==> src/rtl/ram_loader_pkg.sv <==
// Shared definitions for the RAM loader: state encoding, default geometry
// of the loader/RAM pair, and a small state-decoding helper.
package ram_loader_pkg;

  localparam int RAM_WIDTH_DEF     = 8;
  localparam int RAM_ADDR_BITS_DEF = 6;

  typedef enum logic [2:0] {
    ST_IDLE   = 3'd0,
    ST_LOAD   = 3'd1,
    ST_CHECK  = 3'd2,
    ST_VERIFY = 3'd3,
    ST_DONE   = 3'd4
  } state_t;

  // A load is in progress while the loader is accepting data or verifying it.
  function automatic logic state_is_busy(input state_t st);
    case (st)
      ST_LOAD, ST_CHECK, ST_VERIFY: return 1'b1;
      default:                      return 1'b0;
    endcase
  endfunction

endpackage

==> src/rtl/ram_loader_if.sv <==
// Bundle of the loader's control, upstream stream, RAM port and status
// signals. The master modport is the loader itself; slave is its environment.
interface ram_loader_if
  import ram_loader_pkg::*;
#(
  parameter int RAM_WIDTH     = RAM_WIDTH_DEF,
  parameter int RAM_ADDR_BITS = RAM_ADDR_BITS_DEF
) ();

  logic                     start;
  logic [RAM_ADDR_BITS:0]   load_count;
  logic                     in_valid;
  logic [RAM_WIDTH-1:0]     in_data;
  logic                     in_ready;
  logic                     ram_write_enable;
  logic [RAM_ADDR_BITS-1:0] ram_address;
  logic [RAM_WIDTH-1:0]     ram_input_data;
  logic [RAM_WIDTH-1:0]     ram_output_data;
  logic                     cpu_hold;
  logic                     busy;
  logic                     done;
  logic                     error;

  modport master (
    input  start, load_count, in_valid, in_data, ram_output_data,
    output in_ready, ram_write_enable, ram_address, ram_input_data,
    output cpu_hold, busy, done, error
  );

  modport slave (
    output start, load_count, in_valid, in_data, ram_output_data,
    input  in_ready, ram_write_enable, ram_address, ram_input_data,
    input  cpu_hold, busy, done, error
  );

endinterface

==> src/rtl/ram_loader_sum.sv <==
// Clearable running sum modulo 2**WIDTH. Clear wins over enable so a new
// load always starts from zero even if a stray enable coincides with it.
module ram_loader_sum #(
  parameter int WIDTH = 8
) (
  input  logic             clk,
  input  logic             reset,
  input  logic             clear,
  input  logic             en,
  input  logic [WIDTH-1:0] din,
  output logic [WIDTH-1:0] sum
);

  logic [WIDTH-1:0] sum_r;

  // Accumulate din when enabled; the adder wraps naturally at WIDTH bits.
  always_ff @(posedge clk) begin
    if (reset) begin
      sum_r <= {WIDTH{1'b0}};
    end else if (clear) begin
      sum_r <= {WIDTH{1'b0}};
    end else if (en) begin
      sum_r <= sum_r + din;
    end else begin
      sum_r <= sum_r;
    end
  end

  assign sum = sum_r;

endmodule

==> src/rtl/ram_loader.sv <==
// RAM loader: copies N words from a valid/ready stream into a RAM, takes one
// checksum word, reads the RAM back and releases the CPU only when both the
// stream checksum and the read-back sum agree with what was written.
module ram_loader
  import ram_loader_pkg::*;
#(
  parameter int RAM_WIDTH     = RAM_WIDTH_DEF,
  parameter int RAM_ADDR_BITS = RAM_ADDR_BITS_DEF
) (
  input logic          clk,
  input logic          reset,
  ram_loader_if.master bus
);

  localparam int CNT_BITS = RAM_ADDR_BITS + 1;
  localparam logic [CNT_BITS-1:0] N_MAX = CNT_BITS'(2 ** RAM_ADDR_BITS);

  state_t                   state_r;
  state_t                   state_nxt_s;
  logic [RAM_ADDR_BITS-1:0] addr_r;
  logic [CNT_BITS-1:0]      count_r;
  logic [CNT_BITS-1:0]      vcnt_r;
  logic [RAM_WIDTH-1:0]     checksum_r;
  logic                     error_r;
  logic                     cpu_hold_r;

  logic [RAM_WIDTH-1:0]     write_sum_s;
  logic [RAM_WIDTH-1:0]     read_sum_s;
  logic [RAM_WIDTH-1:0]     read_final_s;
  logic                     count_bad_s;
  logic                     start_acc_s;
  logic                     load_last_s;
  logic                     verify_last_s;
  logic                     verify_err_s;
  logic                     xfer_s;
  logic                     in_ready_s;
  logic                     we_s;
  logic [RAM_ADDR_BITS-1:0] addr_out_s;
  logic [RAM_WIDTH-1:0]     wdata_s;

  assign count_bad_s   = (bus.load_count == {CNT_BITS{1'b0}}) || (bus.load_count > N_MAX);
  assign start_acc_s   = (state_r == ST_IDLE) && bus.start;
  // addr_r is one bit narrower than count_r so that N_MAX wraps to 0 after the last write.
  assign load_last_s   = ({1'b0, addr_r} == (count_r - CNT_BITS'(1)));
  assign verify_last_s = (vcnt_r == count_r);
  // The last read word arrives in the final VERIFY cycle, so fold it in here.
  assign read_final_s  = read_sum_s + bus.ram_output_data;
  assign verify_err_s  = (checksum_r != write_sum_s) || (read_final_s != write_sum_s);

  // State register.
  always_ff @(posedge clk) begin
    if (reset) begin
      state_r <= ST_IDLE;
    end else begin
      state_r <= state_nxt_s;
    end
  end

  // Next-state and per-state drive of the stream and RAM write port.
  always_comb begin
    state_nxt_s = state_r;
    in_ready_s  = 1'b0;
    we_s        = 1'b0;
    addr_out_s  = {RAM_ADDR_BITS{1'b0}};
    wdata_s     = {RAM_WIDTH{1'b0}};
    case (state_r)
      ST_IDLE: begin
        if (bus.start) begin
          state_nxt_s = count_bad_s ? ST_DONE : ST_LOAD;
        end else begin
          state_nxt_s = ST_IDLE;
        end
      end
      ST_LOAD: begin
        in_ready_s = 1'b1;
        addr_out_s = addr_r;
        if (bus.in_valid) begin
          we_s        = 1'b1;
          wdata_s     = bus.in_data;
          state_nxt_s = load_last_s ? ST_CHECK : ST_LOAD;
        end else begin
          state_nxt_s = ST_LOAD;
        end
      end
      ST_CHECK: begin
        in_ready_s = 1'b1;
        if (bus.in_valid) begin
          state_nxt_s = ST_VERIFY;
        end else begin
          state_nxt_s = ST_CHECK;
        end
      end
      ST_VERIFY: begin
        addr_out_s  = vcnt_r[RAM_ADDR_BITS-1:0];
        state_nxt_s = verify_last_s ? ST_DONE : ST_VERIFY;
      end
      ST_DONE: begin
        state_nxt_s = ST_IDLE;
      end
      default: begin
        state_nxt_s = ST_IDLE;
      end
    endcase
  end

  assign xfer_s = in_ready_s && bus.in_valid && !reset;

  // Load bookkeeping: word count, write address, checksum, verdict and CPU hold.
  always_ff @(posedge clk) begin
    if (reset) begin
      addr_r     <= {RAM_ADDR_BITS{1'b0}};
      count_r    <= {CNT_BITS{1'b0}};
      vcnt_r     <= {CNT_BITS{1'b0}};
      checksum_r <= {RAM_WIDTH{1'b0}};
      error_r    <= 1'b0;
      cpu_hold_r <= 1'b1;
    end else begin
      case (state_r)
        ST_IDLE: begin
          if (bus.start) begin
            count_r    <= bus.load_count;
            addr_r     <= {RAM_ADDR_BITS{1'b0}};
            vcnt_r     <= {CNT_BITS{1'b0}};
            error_r    <= count_bad_s;
            cpu_hold_r <= 1'b1;
          end
        end
        ST_LOAD: begin
          if (xfer_s) begin
            addr_r <= addr_r + RAM_ADDR_BITS'(1);
          end
        end
        ST_CHECK: begin
          if (xfer_s) begin
            checksum_r <= bus.in_data;
            addr_r     <= {RAM_ADDR_BITS{1'b0}};
            vcnt_r     <= {CNT_BITS{1'b0}};
          end
        end
        ST_VERIFY: begin
          vcnt_r <= vcnt_r + CNT_BITS'(1);
          if (verify_last_s) begin
            error_r    <= verify_err_s;
            cpu_hold_r <= verify_err_s;
          end
        end
        ST_DONE: begin
          vcnt_r <= {CNT_BITS{1'b0}};
        end
        default: begin
          addr_r <= {RAM_ADDR_BITS{1'b0}};
        end
      endcase
    end
  end

  ram_loader_sum #(.WIDTH(RAM_WIDTH)) u_write_sum (
    .clk   (clk),
    .reset (reset),
    .clear (start_acc_s),
    .en    (xfer_s && (state_r == ST_LOAD)),
    .din   (bus.in_data),
    .sum   (write_sum_s)
  );

  ram_loader_sum #(.WIDTH(RAM_WIDTH)) u_read_sum (
    .clk   (clk),
    .reset (reset),
    .clear (start_acc_s),
    .en    ((state_r == ST_VERIFY) && (vcnt_r != {CNT_BITS{1'b0}})),
    .din   (bus.ram_output_data),
    .sum   (read_sum_s)
  );

  // Reset overrides everything visible in the same cycle, including an in-flight handshake.
  assign bus.in_ready         = in_ready_s && !reset;
  assign bus.ram_write_enable = we_s && !reset;
  assign bus.ram_address      = reset ? {RAM_ADDR_BITS{1'b0}} : addr_out_s;
  assign bus.ram_input_data   = reset ? {RAM_WIDTH{1'b0}} : wdata_s;
  assign bus.busy             = state_is_busy(state_r) && !reset;
  assign bus.done             = (state_r == ST_DONE) && !reset;
  assign bus.error            = error_r && !reset;
  assign bus.cpu_hold         = cpu_hold_r || reset;

endmodule
==> src/flat_wrapper.sv <==
// flat-port wrapper written by rule: the top's interface ports become plain ports
module ram_loader_flat import ram_loader_pkg::*;
#(
  parameter int RAM_WIDTH     = RAM_WIDTH_DEF,
  parameter int RAM_ADDR_BITS = RAM_ADDR_BITS_DEF
)
  (clk, reset, bus_start, bus_load_count, bus_in_valid, bus_in_data, bus_ram_output_data, bus_in_ready, bus_ram_write_enable, bus_ram_address, bus_ram_input_data, bus_cpu_hold, bus_busy, bus_done, bus_error);
  ram_loader_if #(.RAM_WIDTH(RAM_WIDTH), .RAM_ADDR_BITS(RAM_ADDR_BITS)) bus_i ();
  input logic clk;
  input logic reset;
  input wire logic [$bits(bus_i.start)-1:0] bus_start;
  input wire logic [$bits(bus_i.load_count)-1:0] bus_load_count;
  input wire logic [$bits(bus_i.in_valid)-1:0] bus_in_valid;
  input wire logic [$bits(bus_i.in_data)-1:0] bus_in_data;
  input wire logic [$bits(bus_i.ram_output_data)-1:0] bus_ram_output_data;
  output wire logic [$bits(bus_i.in_ready)-1:0] bus_in_ready;
  output wire logic [$bits(bus_i.ram_write_enable)-1:0] bus_ram_write_enable;
  output wire logic [$bits(bus_i.ram_address)-1:0] bus_ram_address;
  output wire logic [$bits(bus_i.ram_input_data)-1:0] bus_ram_input_data;
  output wire logic [$bits(bus_i.cpu_hold)-1:0] bus_cpu_hold;
  output wire logic [$bits(bus_i.busy)-1:0] bus_busy;
  output wire logic [$bits(bus_i.done)-1:0] bus_done;
  output wire logic [$bits(bus_i.error)-1:0] bus_error;
  assign bus_i.start = bus_start;
  assign bus_i.load_count = bus_load_count;
  assign bus_i.in_valid = bus_in_valid;
  assign bus_i.in_data = bus_in_data;
  assign bus_i.ram_output_data = bus_ram_output_data;
  assign bus_in_ready = bus_i.in_ready;
  assign bus_ram_write_enable = bus_i.ram_write_enable;
  assign bus_ram_address = bus_i.ram_address;
  assign bus_ram_input_data = bus_i.ram_input_data;
  assign bus_cpu_hold = bus_i.cpu_hold;
  assign bus_busy = bus_i.busy;
  assign bus_done = bus_i.done;
  assign bus_error = bus_i.error;
  ram_loader #(.RAM_WIDTH(RAM_WIDTH), .RAM_ADDR_BITS(RAM_ADDR_BITS)) u_core (.clk(clk), .reset(reset), .bus(bus_i));
endmodule
==> config.mk <==
export PLATFORM = sky130hd
export DESIGN_NAME = ram_loader_flat
export DESIGN_NICKNAME = d
export VERILOG_FILES = /design/src/rtl/ram_loader_pkg.sv /design/src/rtl/ram_loader_if.sv /design/src/rtl/ram_loader_sum.sv /design/src/rtl/ram_loader.sv /design/src/flat_wrapper.sv
export SDC_FILE = /design/constraint.sdc
export NUM_CORES = 1
export LEC_CHECK = 0
export CORE_MARGIN = 2
export CORE_UTILIZATION = 25
export CTS_BUF_LIST = sky130_fd_sc_hd__clkbuf_4
export CTS_CLUSTER_SIZE = 40
export DETAILED_ROUTE_END_ITERATION = 6
export PLACE_DENSITY = 0.48
export RECOVER_POWER = 50
export SYNTH_ARGS = -nofsm -noshare
export SYNTH_HDL_FRONTEND = slang
export SYNTH_SLANG_ARGS = --single-unit
==> constraint.sdc <==
create_clock -name clk -period 2.89 [get_ports clk]
set_input_delay 0.289 -clock clk [delete_from_list [all_inputs] [get_ports clk]]
set_output_delay 0.289 -clock clk [all_outputs]
set_load 0.01 [all_outputs]
==> qor.csv, run 1 <==
stage,metric,value,unit
status,run status,"complete, no violations",
worst_setup_path,endpoint kind of the worst setup timing path,flop,
global_route,largest net degree at the start of global routing,21,
logic_synthesis,synthesis warning total,0,
placed_design,GP Congestion,0.7677,
sta,actual transition at the worst max-transition pin,1160,ps
power_and_ir_drop,switching part of the total power,0.3089,
logic_synthesis,average size of a mapped cell,8.203,um^2
power_and_ir_drop,reported net switching power,406.5,uW
power_and_ir_drop,Comb power frac,0.187,
power_and_ir_drop,internal power,909.4,uW
finish,FF/Latch Area,982.2,um^2
floorplan,Die Wd,120.0,um
finish,total inserted antenna cells,0,
clock_network,clock buffer count from CTS,5,
finish,share of post-route cells with drive strength above 1,0.05987,
logic_synthesis,syn nets,457,
finish,Final Net Count,497,
power_and_ir_drop,Seq pwr share,0.547,
clock_network,clock edge transition at the registers on the reported setup and hold paths,160,ps
global_route,remaining global-route overflow,0,
floorplan,Ports,47,
clock_network,H-tree level count,2,
sta,RSZ-0062 raised after global routing,no,
floorplan,Die Y-Extent,120.0,um
finish,area used by multi-input combinational logic,0.002163,mm^2
sta,Finish-stage setup viols,0,
finish,layout overhead on the synthesized area,18.19,%
logic_synthesis,number of enable flip-flop cells after synthesis,0,
clock_network,number of buffers inserted for hold repair after clock tree synthesis,0,
worst_setup_path,Worst setup SP type,flop,
logic_synthesis,"top cells by area, synth","sky130_fd_sc_hd__dfxtp_1 (29%), sky130_fd_sc_hd__xnor2_1 (7.0%), sky130_fd_sc_hd__ha_1 (6.7%), sky130_fd_sc_hd__nand2_1 (5.9%), sky130_fd_sc_hd__xor2_1 (5.5%)",
clock_network,clock latency on the worst-skew pair,400,ps
global_route,aggregate global-route resource usage,0.1187,
sta,Slew Limit Headroom,0.2263,
sta,setup TNS,0,ps
worst_setup_path,R2R depth,7,
logic_synthesis,area of the mapped netlist,0.003363,mm^2
placed_design,port bufs,46,
flow_run,max-cap check violation count,0,
logic_synthesis,portion of synthesized cell area occupied by the leading cell type,0.2917,
finish,post-route design area,0.003975,mm^2
sta,minimum clock period after layout,2479,ps
floorplan,total number of placement rows,42,
logic_synthesis,gate count after technology mapping,410,
drt,number of iterations in the first detailed-routing pass,4,
power_and_ir_drop,part of the total power dissipated in the clock network,0.265,
finish,fillers,1408,
sta,final slew viol count,0,
power_and_ir_drop,overall power of the completed layout,1.316,mW
clock_network,CTS root buffer,sky130_fd_sc_hd__clkbuf_4,
worst_setup_path,data required time of the critical path,3200,ps
clock_network,Bufs on Longest Clock Path,2,
drt,wire length after detailed routing,8187,um
power_and_ir_drop,static leakage,1.428,nW
logic_synthesis,most used flip-flop cell after synthesis,sky130_fd_sc_hd__dfxtp_1,
logic_synthesis,sequential cell area fraction in the yosys report,0.2917,
drt,final antenna-violating net count,0,
floorplan,die area,0.01440,mm^2
floorplan,initial core utilization,0.2550,
drt,Initial DRC Count,104,
power_and_ir_drop,Worst VDD drop,0.0001537,V
sta,setup clock skew after layout,15.84,ps
clock_network,CTS tree,done,
floorplan,core region area,0.01319,mm^2
drt,Post-route DRC,0,
drt,detailed-route vias per instance,4.550,
sta,Highest Clock Rate,403.5,MHz
worst_setup_path,Critical Setup Path Class,flop to flop,
min_path,classification of the worst-slack hold path,primary input to flop,
finish,Finished Layout Cells,627,
drt,total number of vias,2853,
global_route,wire length of the first global-routing pass,13810,um
logic_synthesis,"FFs w/ async S/R, synth",0,
sta,number of hold-slack violations in the final timing report,0,
logic_synthesis,library cell occupying the most area in the post-synthesis netlist,sky130_fd_sc_hd__dfxtp_1,
placed_design,number of placed cells counting well taps,619,
finish,post-layout util,0.3014,
worst_setup_path,data arrival time of the critical path,2780,ps
clock_network,number of sinks handled by clock tree synthesis,49,
global_route,vias in the first global route,2829,
worst_setup_path,largest driver fanout on the critical path,20,
worst_setup_path,"reg-to-reg slack, setup",410,ps
logic_synthesis,"FF+latch count, synth",49,
drt,DR WL/cell,13.06,um
sta,final worst-path cycle share,0.8576,
logic_synthesis,count of different cell masters after synthesis,55,
power_and_ir_drop,Power per Cell Area,331.0,mW/mm^2
placed_design,placed inst area,0.003970,mm^2
placed_design,post-DP HPWL,6393,um
global_route,initial antenna violation count,0,
min_path,worst hold path stage count,3,
worst max-delay path: stages, from the launching register on:
cell and delay, ps:
sky130_fd_sc_hd__dfxtp_1 340, sky130_fd_sc_hd__buf_4 210, sky130_fd_sc_hd__nor4b_1 300, sky130_fd_sc_hd__clkbuf_1 370, sky130_fd_sc_hd__or2_0 930, sky130_fd_sc_hd__nor2_1 80
sky130_fd_sc_hd__nand2_1 100, sky130_fd_sc_hd__o21ai_0 70
worst paths after layout:
| path | from | endpoint |
|---|---|---|
| max | u_core.state_r[1] | u_core.u_write_sum.sum[6] |
| min | bus_load_count[2] | u_core.count_r[2] |
| max reg2reg | u_core.state_r[1] | u_core.u_write_sum.sum[6] |
| min reg2reg | u_core.checksum_r[3] | u_core.checksum_r[3] |
power groups by stage:
stage	combinational, mW	clock (mW)	sequential, mW
5_1_grt	0.278	0.389	0.724
3_5_place_dp	0.258	0	0.737
2_1_floorplan	0.184	0	0.719
4_1_cts	0.260	0.366	0.722
6_report	0.247	0.349	0.720
3_3_place_gp	0.255	0	0.737
state kept, by name, indices dropped and copies added, names as in the netlist:
register                cells
u_core.u_write_sum.sum      8
u_core.checksum_r           8
u_core.vcnt_r               7
u_core.count_r              7
u_core.cpu_hold_r           1
u_core.state_r              3
u_core.error_r              1
u_core.addr_r               6
u_core.u_read_sum.sum       8
metal layers:
layer  global-route usage  part of all wire  vias to the layer above  wire length (um)
met4              0.03603             0.016                        0               133
met3              0.01901             0.027                        9               225
met5                    0                 0                        -                 0
met2               0.1939              0.46                       45              3770
met1               0.1605              0.50                     1315              4057
li1                     -                 -                     1484                 -
placed cells by master, fill, tap and decap left out, drive strengths merged, types with 2 or more instances in the layout:
master | netlist | final
a211oi | 3 | 3
a21o | 5 | 5
a21oi | 36 | 36
and2 | 7 | 7
and3 | 6 | 6
and4 | 3 | 3
buf | 15 | 5
clkbuf | 4 | 6
clkdlybuf4s50 | 0 | 46
clkinv | 0 | 2
dfxtp | 49 | 49
fa | 2 | 2
ha | 18 | 18
inv | 13 | 14
mux2i | 15 | 15
nand2 | 53 | 53
nand2b | 5 | 5
nand3 | 8 | 8
nand3b | 3 | 3
nand4 | 6 | 6
nor2 | 47 | 47
nor2b | 7 | 7
nor3 | 10 | 10
nor4 | 6 | 6
o211ai | 2 | 2
o21a | 4 | 4
o21ai | 11 | 11
o22ai | 2 | 2
o31ai | 4 | 4
or2 | 5 | 5
or3 | 2 | 2
xnor2 | 27 | 27
xor2 | 22 | 22
logic make-up after synthesis:
group                      share of synthesized area
AOI/OAI and AO/OA                             0.1458
buffers and inverters                        0.04985
muxes                                        0.04464
xor gates and xnor gates                      0.1298
adders and majority gates                    0.07887
and+or+nand+nor                               0.2593
DFF                                           0.2917
metrics by stage:
step | setup WS, ps | hold WS, ps
after floorplan | 731.5 | 425.0
after global placement | 132.4 | 458.9
after detailed placement | 127.1 | 462.6
after CTS | 115.7 | 436.4
after global routing | 207.0 | 455.4
final | 411.4 | 447.8
synth_stat cells, types with 7 or more instances:
cell type                 count
sky130_fd_sc_hd__ha_1        18
sky130_fd_sc_hd__dfxtp_1     49
sky130_fd_sc_hd__o21ai_0     10
sky130_fd_sc_hd__mux2i_1     15
sky130_fd_sc_hd__and2_1       7
sky130_fd_sc_hd__nor2_1      46
sky130_fd_sc_hd__nor3_1       9
sky130_fd_sc_hd__inv_1       12
sky130_fd_sc_hd__nand2_1     53
sky130_fd_sc_hd__a21oi_1     35
sky130_fd_sc_hd__xor2_1      21
sky130_fd_sc_hd__xnor2_1     27
sky130_fd_sc_hd__buf_2        8
what timing repair did:
| action | 4_1_cts | 5_1_grt |
|---|---|---|
| endpoints found under the setup margin | 0 | 1 |
| gates resized for setup | 0 | 1 |
| setup buffers | 0 | 0 |
cell type report:
class                   instances  area share
clock inverters                 3    0.005351
repair buffers                 52      0.1262
well taps                     176     0.05540
flip-flops and latches         49      0.2471
inverters                      13     0.01228
multi-input cells             329      0.5442
clock buffers                   5    0.009443
Power figures use the tool's default switching activity.
==> run 2: changes to the inputs <==
--- a/config.mk
+++ b/config.mk
@@ -8,7 +8,7 @@
 export CORE_MARGIN = 2
 export CORE_UTILIZATION = 25
 export CTS_BUF_LIST = sky130_fd_sc_hd__clkbuf_4
-export CTS_CLUSTER_SIZE = 40
+export CTS_CLUSTER_SIZE = 20
 export DETAILED_ROUTE_END_ITERATION = 6
 export PLACE_DENSITY = 0.48
 export RECOVER_POWER = 50
==> results of run 2 <==
Final layout, timing and power as in run 1 (identical DEF).
==> run 3: changes to the inputs <==
--- a/config.mk
+++ b/config.mk
@@ -5,13 +5,16 @@
 export SDC_FILE = /design/constraint.sdc
 export NUM_CORES = 1
 export LEC_CHECK = 0
+export CAP_MARGIN = 20
 export CORE_MARGIN = 2
 export CORE_UTILIZATION = 25
 export CTS_BUF_LIST = sky130_fd_sc_hd__clkbuf_4
 export CTS_CLUSTER_SIZE = 20
 export DETAILED_ROUTE_END_ITERATION = 6
-export PLACE_DENSITY = 0.48
+export PLACE_DENSITY = 0.47
 export RECOVER_POWER = 50
 export SYNTH_ARGS = -nofsm -noshare
 export SYNTH_HDL_FRONTEND = slang
+export SYNTH_HIERARCHICAL = 1
 export SYNTH_SLANG_ARGS = --single-unit
+export TNS_END_PERCENT = 100
==> run 3 against run 2 <==
Effect of this change: clock power about the same; first-iteration DRC count up 54%; critical endpoint is now bus_cpu_hold; combinational power up 15%; die area up 6.6%; largest power group unchanged; utilization up 0.73 points.
==> qor.csv, run 3 <==
stage,metric,value,unit,change
global_route,initial antenna violation count,1,,+1
clock_network,clock buffer count from CTS,5,,unchanged
finish,"commonest non-fill, non-tap cell in the layout",sky130_fd_sc_hd__nand2_1,,
logic_synthesis,average size of a mapped cell,8.006,um^2,-2.4%
logic_synthesis,gate count after technology mapping,449,,+9.5%
sta,minimum clock period after layout,2700,ps,+221.8 ps
finish,Finished Layout Cells,674,,+7.5%
worst_setup_path,largest driver fanout on the critical path,25,,+25%
clock_network,number of sinks handled by clock tree synthesis,49,,unchanged
finish,fillers,1494,,+6.1%
logic_synthesis,fraction of the mapped netlist area in compound gates,0.1542,,+0.008361
logic_synthesis,Post-Synth Adder-Cell Area,0.1037,,+0.02486
sta,number of hold-slack violations in the final timing report,0,,unchanged
clock_network,CTS root buffer,sky130_fd_sc_hd__clkbuf_4,,
floorplan,core region area,0.01399,mm^2,+6.1%
clock_network,number of buffers inserted for hold repair after clock tree synthesis,0,,unchanged
logic_synthesis,syn nets,504,,+10%
power_and_ir_drop,Power per Cell Area,313.4,mW/mm^2,-5.3%
sta,actual transition at the worst max-transition pin,1085,ps,-75.01 ps
logic_synthesis,sequential cell area fraction in the yosys report,0.2729,,-0.01878
logic_synthesis,Synth Area in XOR/XNOR,0.1208,,-0.009057
logic_synthesis,count of different cell masters after synthesis,57,,+3.6%
clock_network,# resized after CTS,0,,unchanged
logic_synthesis,number of enable flip-flop cells after synthesis,0,,unchanged
placed_design,port bufs,46,,unchanged
drt,final antenna-violating net count,0,,unchanged
placed_design,GP Congestion,0.8187,,+6.6%
global_route,largest net degree at the start of global routing,26,,+24%
logic_synthesis,portion of synthesized cell area occupied by the leading cell type,0.2729,,-0.01878
logic_synthesis,most frequent cells after synthesis,"sky130_fd_sc_hd__nand2_1 (56), sky130_fd_sc_hd__dfxtp_1 (49), sky130_fd_sc_hd__nor2_1 (44), sky130_fd_sc_hd__a21oi_1 (32)",,
logic_synthesis,proportion of synthesized area in mux cells,0.04177,,-0.002875
flow_run,max-cap check violation count,0,,unchanged
logic_synthesis,synthesis warning total,6,,+6
clock_network,CTS tree,done,,
floorplan,Die Wd,123.9,um,+3.3%
floorplan,total number of placement rows,43,,+2.4%
sta,Finish-stage setup viols,0,,unchanged
drt,total number of vias,3213,,+13%
worst_setup_path,Worst setup SP type,primary input,,
status,run status,"complete, no violations",,
worst_setup_path,endpoint kind of the worst setup timing path,output port,,
drt,DR WL/cell,13.45,um,+3.0%
global_route,wire length of the first global-routing pass,15150,um,+9.7%
clock_network,clock latency on the worst-skew pair,380,ps,-20 ps
logic_synthesis,"top cells by area, synth","sky130_fd_sc_hd__dfxtp_1 (27%), sky130_fd_sc_hd__ha_1 (8.7%), sky130_fd_sc_hd__xnor2_1 (6.1%), sky130_fd_sc_hd__nand2_1 (5.8%), sky130_fd_sc_hd__xor2_1 (5.4%)",,
sta,setup TNS,0,ps,unchanged
floorplan,Die Y-Extent,123.9,um,+3.3%
power_and_ir_drop,Worst VDD drop,0.0001384,V,-10%
logic_synthesis,library cell occupying the most area in the post-synthesis netlist,sky130_fd_sc_hd__dfxtp_1,,
clock_network,# Post-CTS Setup Buffers,0,,unchanged
drt,Initial DRC Count,160,,+54%
finish,area used by multi-input combinational logic,0.002471,mm^2,+14%
placed_design,post-DP HPWL,7276,um,+14%
sta,final slew viol count,0,,unchanged
floorplan,initial core utilization,0.2570,,+0.001997
floorplan,die area,0.01535,mm^2,+6.6%
drt,detailed-route vias per instance,4.767,,+4.8%
finish,share of post-route cells with drive strength above 1,0.05071,,-0.009157
global_route,vias in the first global route,3084,,+9.0%
clock_network,H-tree level count,2,,unchanged
logic_synthesis,most used flip-flop cell after synthesis,sky130_fd_sc_hd__dfxtp_1,,
sta,final worst-path cycle share,0.9344,,+0.07675
drt,Post-route DRC,0,,unchanged
logic_synthesis,top-count cell post-synth,sky130_fd_sc_hd__nand2_1,,
logic_synthesis,area of the mapped netlist,0.003595,mm^2,+6.9%
placed_design,number of placed cells counting well taps,666,,+7.6%
finish,post-layout util,0.3087,,+0.007310
global_route,aggregate global-route resource usage,0.1248,,+0.006046
global_route,remaining global-route overflow,0,,unchanged
sta,RSZ-0062 raised after global routing,no,,
logic_synthesis,"FFs w/ async S/R, synth",0,,unchanged
drt,wire length after detailed routing,9062,um,+11%
worst_setup_path,Critical Setup Path Class,primary input to output port,,
sta,Highest Clock Rate,370.3,MHz,-8.2%
worst_setup_path,data required time of the critical path,2600,ps,-600 ps
finish,Final Net Count,548,,+10%
clock_network,Bufs on Longest Clock Path,2,,unchanged
drt,number of iterations in the first detailed-routing pass,4,,unchanged
sta,setup clock skew after layout,4.722,ps,-11.12 ps
finish,"commonest non-fill, non-tap cells in the layout","sky130_fd_sc_hd__nand2_1 (56), sky130_fd_sc_hd__dfxtp_1 (49), sky130_fd_sc_hd__clkdlybuf4s50_1 (46), sky130_fd_sc_hd__nor2_1 (44), sky130_fd_sc_hd__a21oi_1 (32)",,
logic_synthesis,Simple-Gate Fraction of Synth Area,0.2670,,+0.007668
min_path,classification of the worst-slack hold path,primary input to flop,,
floorplan,Ports,47,,unchanged
sta,Slew Limit Headroom,0.2763,,+0.05000
worst_setup_path,data arrival time of the critical path,2410,ps,-370 ps
logic_synthesis,"FF+latch count, synth",49,,unchanged
power_and_ir_drop,static leakage,1.579,nW,+11%
finish,FF/Latch Area,980.9,um^2,-0.13%
finish,layout overhead on the synthesized area,20.12,%,
clock_network,clock edge transition at the registers on the reported setup and hold paths,150,ps,about the same
logic_synthesis,dominant combinational cell family by area after synthesis,simple AND/OR/NAND/NOR gates,,
-- run 3: cell types whose count changed after synthesis, sizes merged, moves of 4 or more --
cell	previous run	this run
buf	15	3
nor3b	0	12
clkbuf	4	15
ha	18	25
a211oi	3	8
nand3	8	13
nand4b	0	4
-- run 3: cell type report --
class                           instances  share of cell area
Inverter                               17             0.01478
Sequential cell                        49              0.2272
Timing Repair Buffer                   55              0.1205
Clock inverter                          1            0.002028
Multi-Input combinational cell        365              0.5723
Clock buffer                            6             0.01043
Tap cell                              180             0.05216
Antenna cell                            1           0.0005795
-- run 3: routing by layer --
layer,track usage,vias up,share of wire
met1,0.1761,1494,0.52
li1,-,1652,-
met4,0.04494,0,0.020
met5,0,-,0
met2,0.1927,52,0.43
met3,0.01877,15,0.030
-- run 3: final timing paths --
path / startpoint / end / slack [ps] / depth (start not counted)
worst max-delay path: reset / bus_cpu_hold / 190 / 4
worst min-delay path: bus_load_count[2] / u_core/count_r[2] / 460 / 3
worst max register to register: u_core/state_r[1] / u_core/u_write_sum/sum[6] / 410 / 8
worst min register to register: u_core/checksum_r[7] / u_core/checksum_r[7] / 480 / 2
-- run 3: stage by stage --
stage | instance area [um^2] | hold WS, ps | total power, mW | setup slack, ps
floorplan | 3595 | 425.0 | 0.9130 | 707.0
global placement | 4274 | 456.8 | 1.021 | 248.2
detailed placement | 4274 | 461.2 | 1.025 | 201.2
CTS | 4328 | 442.9 | 1.379 | 260.6
global route | 4318 | 438.7 | 1.438 | 60.22
finish | 4318 | 463.2 | 1.353 | 189.6
-- run 3: cell families after synthesis --
group	count (synthesis)
simple gates	188
compound gates	86
flops	49
xor+xnor	48
buf+inv	35
fa+ha+maj	28
mux	15
-- run 3: worst max-delay path, stage by stage --
cell                              delay [ps]
sky130_fd_sc_hd__clkdlybuf4s50_1         500
sky130_fd_sc_hd__clkbuf_1                820
sky130_fd_sc_hd__or2_2                   260
sky130_fd_sc_hd__clkdlybuf4s50_1         530
-- run 3: where the power goes --
group / total (mW) / internal [mW] / switching (mW)
Sequential: 0.721 / 0.692 / 0.0294
Combinational: 0.284 / 0.131 / 0.153
Clock: 0.348 / 0.103 / 0.245
Total: 1.35 / 0.926 / 0.427
